===== config.mk =====
export PLATFORM = sky130hd
export DESIGN_NAME = axi_burst_splitter
export DESIGN_NICKNAME = d
export VERILOG_FILES = /design/src/rtl/axi_burst_splitter.sv
export SDC_FILE = /design/constraint.sdc
export NUM_CORES = 1
export LEC_CHECK = 0
export ABC_AREA = 1
export CAP_MARGIN = 15
export CORE_AREA = 2 2 182 184
export DETAILED_ROUTE_END_ITERATION = 8
export DIE_AREA = 0 0 184 186
export MAX_ROUTING_LAYER = met4
export PLACE_DENSITY = 0.73
export SLEW_MARGIN = 30
export SYNTH_ARGS = -nofsm -noshare
export SYNTH_HDL_FRONTEND = slang
export SYNTH_SLANG_ARGS = --single-unit

===== constraint.sdc =====
create_clock -name clk -period 5.7 [get_ports clk]
set_input_delay 0.855 -clock clk [delete_from_list [all_inputs] [get_ports clk]]
set_output_delay 0.855 -clock clk [all_outputs]
set_load 0.05 [all_outputs]

===== src/rtl/axi_burst_splitter.sv =====
// axi_burst_splitter: breaks AXI4 bursts into single-beat transactions for a
// memory wrapper that understands only one beat at a time. Independent write
// and read engines; IDs, RLAST and the write response are regenerated here.
module axi_burst_splitter #(
  parameter int ID_WIDTH = 4,
  parameter int AW       = 32
) (
  input  logic                clk,
  input  logic                rst_n,
  input  logic [ID_WIDTH-1:0] i_awid,
  input  logic [AW-1:0]       i_awaddr,
  input  logic [7:0]          i_awlen,
  input  logic [2:0]          i_awsize,
  input  logic [1:0]          i_awburst,
  input  logic                i_awvalid,
  output logic                o_awready,
  input  logic [63:0]         i_wdata,
  input  logic [7:0]          i_wstrb,
  input  logic                i_wlast,
  input  logic                i_wvalid,
  output logic                o_wready,
  output logic [ID_WIDTH-1:0] o_bid,
  output logic [1:0]          o_bresp,
  output logic                o_bvalid,
  input  logic                i_bready,
  input  logic [ID_WIDTH-1:0] i_arid,
  input  logic [AW-1:0]       i_araddr,
  input  logic [7:0]          i_arlen,
  input  logic [2:0]          i_arsize,
  input  logic [1:0]          i_arburst,
  input  logic                i_arvalid,
  output logic                o_arready,
  output logic [ID_WIDTH-1:0] o_rid,
  output logic [63:0]         o_rdata,
  output logic [1:0]          o_rresp,
  output logic                o_rlast,
  output logic                o_rvalid,
  input  logic                i_rready,
  output logic [AW-1:0]       o_m_awaddr,
  output logic                o_m_awvalid,
  input  logic                i_m_awready,
  output logic [63:0]         o_m_wdata,
  output logic [7:0]          o_m_wstrb,
  output logic                o_m_wvalid,
  input  logic                i_m_wready,
  input  logic                i_m_bvalid,
  output logic                o_m_bready,
  output logic [AW-1:0]       o_m_araddr,
  output logic                o_m_arvalid,
  input  logic                i_m_arready,
  input  logic [63:0]         i_m_rdata,
  input  logic                i_m_rvalid,
  output logic                o_m_rready
);

  typedef enum logic [1:0] {W_IDLE, W_BEAT, W_WAIT, W_RESP} w_state_t;
  typedef enum logic [1:0] {R_IDLE, R_ADDR, R_DATA} r_state_t;

  // Next beat address; beats wider than the 64-bit bus are clamped to 8 bytes.
  function automatic logic [AW-1:0] f_next_addr(input logic [AW-1:0] a,
                                                input logic [7:0] len,
                                                input logic [2:0] size,
                                                input logic [1:0] burst);
    logic [1:0]    sz;
    logic [AW-1:0] step, mask;
    sz   = (size > 3'd3) ? 2'd3 : size[1:0];
    step = AW'(1) << sz;
    mask = ((AW'(len) + AW'(1)) << sz) - AW'(1);
    case (burst)
      2'b00:   f_next_addr = a;
      2'b10:   f_next_addr = (a & ~mask) | ((a + step) & mask);
      default: f_next_addr = a + step;
    endcase
  endfunction

  // ---------------- write engine ----------------
  w_state_t            r_wst, w_wst_nxt;
  logic [ID_WIDTH-1:0] r_wid;
  logic [AW-1:0]       r_waddr;
  logic [7:0]          r_wlen, r_wcnt;
  logic [2:0]          r_wsize;
  logic [1:0]          r_wburst;
  logic                r_werr, r_aw_done, r_w_done;
  logic                w_aw_hs, w_maw_hs, w_w_hs, w_wlast;

  assign w_aw_hs  = (r_wst == W_IDLE) && i_awvalid;
  assign w_maw_hs = (r_wst == W_BEAT) && !r_aw_done && i_m_awready;
  assign w_w_hs   = (r_wst == W_BEAT) && !r_w_done && i_wvalid && i_m_wready;
  assign w_wlast  = (r_wcnt == r_wlen);
  assign o_bid      = r_wid;
  assign o_m_awaddr = r_waddr;

  // Write state register.
  always_ff @(posedge clk or negedge rst_n) begin
    if (!rst_n) r_wst <= W_IDLE;
    else        r_wst <= w_wst_nxt;
  end

  // Write next-state and channel outputs; the current beat's W path is
  // closed once its handshake has happened.
  always_comb begin
    w_wst_nxt   = r_wst;
    o_awready   = 1'b0;
    o_wready    = 1'b0;
    o_bvalid    = 1'b0;
    o_bresp     = 2'b00;
    o_m_awvalid = 1'b0;
    o_m_wvalid  = 1'b0;
    o_m_wdata   = '0;
    o_m_wstrb   = '0;
    o_m_bready  = 1'b0;
    case (r_wst)
      W_IDLE: begin
        o_awready = rst_n;
        if (i_awvalid) w_wst_nxt = W_BEAT;
      end
      W_BEAT: begin
        o_m_awvalid = !r_aw_done;
        if (!r_w_done) begin
          o_m_wvalid = i_wvalid;
          o_m_wdata  = i_wdata;
          o_m_wstrb  = i_wstrb;
          o_wready   = i_m_wready;
        end
        if ((r_aw_done || w_maw_hs) && (r_w_done || w_w_hs)) w_wst_nxt = W_WAIT;
      end
      W_WAIT: begin
        o_m_bready = 1'b1;
        if (i_m_bvalid) w_wst_nxt = w_wlast ? W_RESP : W_BEAT;
      end
      default: begin
        o_bvalid = 1'b1;
        o_bresp  = r_werr ? 2'b10 : 2'b00;
        if (i_bready) w_wst_nxt = W_IDLE;
      end
    endcase
  end

  // Write burst context: latch on AW, track per-beat progress, check WLAST.
  always_ff @(posedge clk or negedge rst_n) begin
    if (!rst_n) begin
      r_wid <= '0; r_waddr <= '0; r_wlen <= '0; r_wsize <= '0; r_wburst <= '0;
      r_wcnt <= '0; r_werr <= 1'b0; r_aw_done <= 1'b0; r_w_done <= 1'b0;
    end else if (w_aw_hs) begin
      r_wid <= i_awid; r_waddr <= i_awaddr; r_wlen <= i_awlen;
      r_wsize <= i_awsize; r_wburst <= i_awburst;
      r_wcnt <= '0; r_werr <= 1'b0; r_aw_done <= 1'b0; r_w_done <= 1'b0;
    end else begin
      if (w_maw_hs) r_aw_done <= 1'b1;
      if (w_w_hs) begin
        r_w_done <= 1'b1;
        if (i_wlast != w_wlast) r_werr <= 1'b1;
      end
      if (r_wst == W_WAIT && i_m_bvalid && !w_wlast) begin
        r_waddr   <= f_next_addr(r_waddr, r_wlen, r_wsize, r_wburst);
        r_wcnt    <= r_wcnt + 8'd1;
        r_aw_done <= 1'b0;
        r_w_done  <= 1'b0;
      end
    end
  end

  // ---------------- read engine ----------------
  r_state_t            r_rst, w_rst_nxt;
  logic [ID_WIDTH-1:0] r_rid;
  logic [AW-1:0]       r_raddr;
  logic [7:0]          r_rlen, r_rcnt;
  logic [2:0]          r_rsize;
  logic [1:0]          r_rburst;
  logic                w_ar_hs, w_r_hs, w_rlast;

  assign w_ar_hs    = (r_rst == R_IDLE) && i_arvalid;
  assign w_r_hs     = (r_rst == R_DATA) && i_m_rvalid && i_rready;
  assign w_rlast    = (r_rcnt == r_rlen);
  assign o_rid      = r_rid;
  assign o_rresp    = 2'b00;
  assign o_m_araddr = r_raddr;

  // Read state register.
  always_ff @(posedge clk or negedge rst_n) begin
    if (!rst_n) r_rst <= R_IDLE;
    else        r_rst <= w_rst_nxt;
  end

  // Read next-state and outputs; R data passes straight through in R_DATA.
  always_comb begin
    w_rst_nxt   = r_rst;
    o_arready   = 1'b0;
    o_m_arvalid = 1'b0;
    o_rvalid    = 1'b0;
    o_rdata     = '0;
    o_rlast     = 1'b0;
    o_m_rready  = 1'b0;
    case (r_rst)
      R_IDLE: begin
        o_arready = rst_n;
        if (i_arvalid) w_rst_nxt = R_ADDR;
      end
      R_ADDR: begin
        o_m_arvalid = 1'b1;
        if (i_m_arready) w_rst_nxt = R_DATA;
      end
      default: begin
        o_rvalid   = i_m_rvalid;
        o_rdata    = i_m_rdata;
        o_rlast    = w_rlast;
        o_m_rready = i_rready;
        if (w_r_hs) w_rst_nxt = w_rlast ? R_IDLE : R_ADDR;
      end
    endcase
  end

  // Read burst context: latch on AR, advance after each delivered beat.
  always_ff @(posedge clk or negedge rst_n) begin
    if (!rst_n) begin
      r_rid <= '0; r_raddr <= '0; r_rlen <= '0; r_rsize <= '0;
      r_rburst <= '0; r_rcnt <= '0;
    end else if (w_ar_hs) begin
      r_rid <= i_arid; r_raddr <= i_araddr; r_rlen <= i_arlen;
      r_rsize <= i_arsize; r_rburst <= i_arburst; r_rcnt <= '0;
    end else if (w_r_hs && !w_rlast) begin
      r_raddr <= f_next_addr(r_raddr, r_rlen, r_rsize, r_rburst);
      r_rcnt  <= r_rcnt + 8'd1;
    end
  end

endmodule

# --- Word level (Yosys, flattened, before mapping) ---
# Index checks and enable logic that the tools add are counted.
totals:
  in_bits: 247
  wordCells: 145
  register_bits: 121
classes:
  bitwise: 8
  magnitude_cmp: 2
  reduce_logical: 38
  n_eq_ne: 16
  n_mux: 52
  n_shift: 4
  n_addsub: 8
ops:
  columns: ["op", "count"]
  rows:
  - ["$mux W64", 3]
  - ["$and A32 B32 Y32", 4]
  - ["$mux W32", 4]
  - ["$pmux W32 S2", 2]
  - ["$add A32 B32 Y32", 2]
  - ["$not A32 Y32", 2]
  - ["$or A32 B32 Y32", 2]
  - ["$shl A1 B2 Y32 const A", 2]
  - ["$shl A9 B2 Y32", 2]
  - ["$sub A32 B1 Y32 const B", 2]
  - ["$mux W8", 6]
  - ["$mux W2", 12]
  - ["$mux W1", 23]
  - ["$add A8 B1 Y9 const B", 2]
  - ["$add A8 B1 Y8 const B", 2]
  - ["$eq A8 B8 Y1", 2]
  - ["$logic_and A1 B1 Y1", 13]
  - ["$ne A2 B2 Y1 const B", 6]
  - ["$reduce_bool A3 Y1", 3]
  - ["$eq A2 B2 Y1 const B", 4]
  - ["$logic_not A2 Y1", 4]
  - ["$reduce_bool A2 Y1", 4]
  - ["$gt A3 B2 Y1 const B", 2]
  - ["$pmux W2 S3", 1]
  - ["12 further kinds", 19]

# --- Longest topological paths before layout ---
depth:
  depth_word: 10
  depth_mapped: 20
  ltp_nobuf: 19

# --- Least setup slack after synthesis ---
# No wires, ideal clock.
synth_path:
  path_kind: "reg2reg"
  from: "reg r_wsize[2]"
  to: "reg with a tool-made name"
  slack_ns: 3.051
  n_path_buf: 1
  stages_incl_launch_ff: 18
  t_required_ns: 5.582
  t_arrival_ns: 2.531
  synth_period_minus_slack_ns: 2.649
  setup_time_ns: 0.118
  cell_sequence: "dfrtp_1 nor2_1 inv_1 buf_2 nor2_1 fa_1 nand3_1 nand3_1 nor3b_1 nand3_1 nor2_1 nand2_1 nor2_1 nand3_1 nand3_1 nand2_1 nand2_1 nand2_1"
synth_lines:
  columns: ["element", "line", "rtl"]
  rows:
  - ["start, declared", "81", "logic [2:0] r_wsize;"]
  - ["start signal, assigned", "146", "r_wsize <= i_awsize; r_wburst <= i_awburst;"]

==> out/results.ini <==
[global_route]
antenna_found_initial=2
grt_pass1_wl_mm=68.0
use_met1=0.295
met2_usage=0.461
grt_max_degree=76
grtUsageTotal=0.262
grt.busiest_layer=met2
grt_pass1_vias=12700
grt_overflow=0
grt_util_met3=0.0456

[clock_tree]
clkLatencyLatePin_ns=0.43
tritoncts.num_buffers=17
cts_htree_levels=4
cts_resized=0
cts_setup_buffers=0
clk_path_buf_depth=2
clk_pin_slew_ns=0.07
cts_num_sinks=121
tritoncts=built
postCtsHoldBufs=0
cts_root_buffer=clkbuf_16

[layout]
syn_to_final_growth_pct=52.5
final_cell_count_no_fill=2661
fillCellCount=3213
multiInputGateArea_sq_um=6490
layout_common_cells=nand2_1 (673), clkdlybuf4s50_1 (465), inv_1 (223), nor2_1 (206), nand3_1 (156)
mostFrequentLayoutCell=nand2_1
regArea_sq_um=3030
final_cell_area_sq_um=16300
nNetsFinal=2507
fin_util=0.506
drive_above_1_share=0.0480

[yosys]
syn_area_sq_um=10700
yosys_warnings=0
ys.flop_type=dfrtp_1
ys_async_sr_fraction=1.00
syn_area_per_cell_sq_um=5.91
netlist.area_leader.share=0.283
synth_seq_cells=121
seq_area_frac_synth=0.283
yosys.cell_types.count=49
synthCells=1810
yosys.area.top_type=dfrtp_1
synthTopCellsByArea=dfrtp_1 (28%), nand2_1 (24%), inv_1 (7.9%)
synth_edf_count=0

[timing]
worst_pin_slew_ns=0.865
fin_ws_ns=1.76
max-slew-margin-rel=0.421
setup_violations=0
period_minus_slack_ns=3.94
timing.final.crit_share=0.692
hold_viol=0
report.final.slew_viol_count=0
clock_skew_ns=0.0129
timing.hold.ws_ns=0.370
max_freq_mhz=254
rsz0062_at_grt=no
setup_tns_ns=0

[power_and_ir_drop]
power.leakage_nw=8.03
swShare=0.585
p_total_mw=9.90
clkPwrFrac=0.123
intPower_mw=4.11
power.share.sequential=0.181
power_frac_comb=0.696
peakVddDrop_v=0.000284
p_switching_mw=5.79
powerDensity_nw_per_um2=607

[worst_setup_path]
crit_type=register to register
critPathLaunchType=register
crit_fanout=15
crit_path_end_kind=register
arrival_ns=4.27
worstPathRequired_ns=6.03

[floorplanning]
die_w_microns=184
core_area_sq_um=32200
rows=66
io_pins=470
dieArea_sq_um=34200
die_h_microns=186
floorplan.initialDensity=0.332

[route]
dr.pass1.iters=5
wl_per_cell_microns=16.8
drc=0
vias=13200
wirelength_mm=44.7
vias_per_cell=4.96
first_iter_violations=947
ant_nets=0

[placed_design]
numPortBuffers=466
dp.cells=2627
gp_congestion=0.948
place_hpwl_mm=35.6
postPlaceCellArea_sq_um=15700
preCtsSetupSlack_ns=1.78

[run]
maxCapViolCount=0

[outcome]
outcome=completed

[hold_path]
worstHoldPathType=input pin to async pin

## critical path, cell delays in order (launching register included)
cell and delay [ns]:
dfrtp_1 0.42, nor2_1 0.68, inv_1 0.39, nor2_1 0.26
ha_1 0.23, fa_1 0.24, nand3_1 0.09, nand3_1 0.21
nor3b_1 0.31, nand3_1 0.16, nor2_1 0.27, nand2_1 0.12
nor2_1 0.13, nand3_1 0.08, nand3_1 0.09, nand2_1 0.05
nand2_1 0.05, nand2_1 0.05
## synthesized netlist by cell type, types with 4 or more instances
| master | instances |
|---|---|
| a21oi_1 | 48 |
| a31oi_1 | 7 |
| buf_1 | 16 |
| buf_2 | 14 |
| buf_4 | 5 |
| clkbuf_1 | 32 |
| dfrtp_1 | 121 |
| ha_1 | 20 |
| inv_1 | 225 |
| inv_2 | 7 |
| nand2_1 | 674 |
| nand2_2 | 15 |
| nand3_1 | 156 |
| nand3_2 | 6 |
| nand3b_1 | 4 |
| nand4_1 | 26 |
| nor2_1 | 208 |
| nor2_2 | 9 |
| nor2_4 | 6 |
| nor3_1 | 35 |
| nor4_1 | 8 |
| o211ai_1 | 5 |
| o21ai_0 | 70 |
| o21ai_1 | 8 |
| or2_2 | 8 |
| xnor2_1 | 7 |
| xor2_1 | 34 |
## cell families after synthesis
family                     Yosys count  share of synthesized area
and+or+nand+nor                   1163                      0.460
xor gates and xnor gates            41                     0.0336
AOI/OAI and AO/OA                  158                     0.0836
buffers and inverters              303                      0.111
other                                1                   0.000351
muxes                                1                   0.000936
adders and majority gates           22                     0.0272
DFF                                121                      0.283
## final timing paths
kind / endpoint / start / slack (ns) / cells past startpoint
worst max-delay path: register / r_wsize[2] / 1.76 / 17
worst min-delay path: async pin / rst_n / 0.37 / 1
worst max register to register: register / r_wsize[2] / 1.76 / 17
worst min register to register: o_rid[0] / o_rid[0] / 0.48 / 2
max in group asynchronous: async pin / rst_n / 4.14 / 2
min in group clk: o_rid[0] / o_rid[0] / 0.48 / 2
## power by group through the flow
| stage | logic [mW] | clock network [mW] | registers [mW] |
|---|---|---|---|
| after floorplan | 4.12 | 0 | 2.34 |
| after global placement | 6.77 | 0 | 1.78 |
| after detailed placement | 6.85 | 0 | 1.79 |
| after CTS | 6.90 | 1.24 | 1.78 |
| after global routing | 7.48 | 1.27 | 1.85 |
| final | 6.89 | 1.21 | 1.79 |
## cell type report
cell class | count | share of cell area
Antenna cell | 2 | 0.000307
Clock buffer | 17 | 0.0261
Clock inverter | 15 | 0.0133
Inverter | 234 | 0.0540
Multi-Input combinational cell | 1388 | 0.398
Sequential cell | 121 | 0.186
Tap cell | 408 | 0.0313
Timing Repair Buffer | 476 | 0.291
## routing by layer
layer,vias to the layer above,routed length [microns]
met4,0,1520
met5,-,0
met3,67,2940
met2,559,22300
li1,6512,-
met1,6063,17900
No activity file was read; power rests on OpenSTA's default activity.
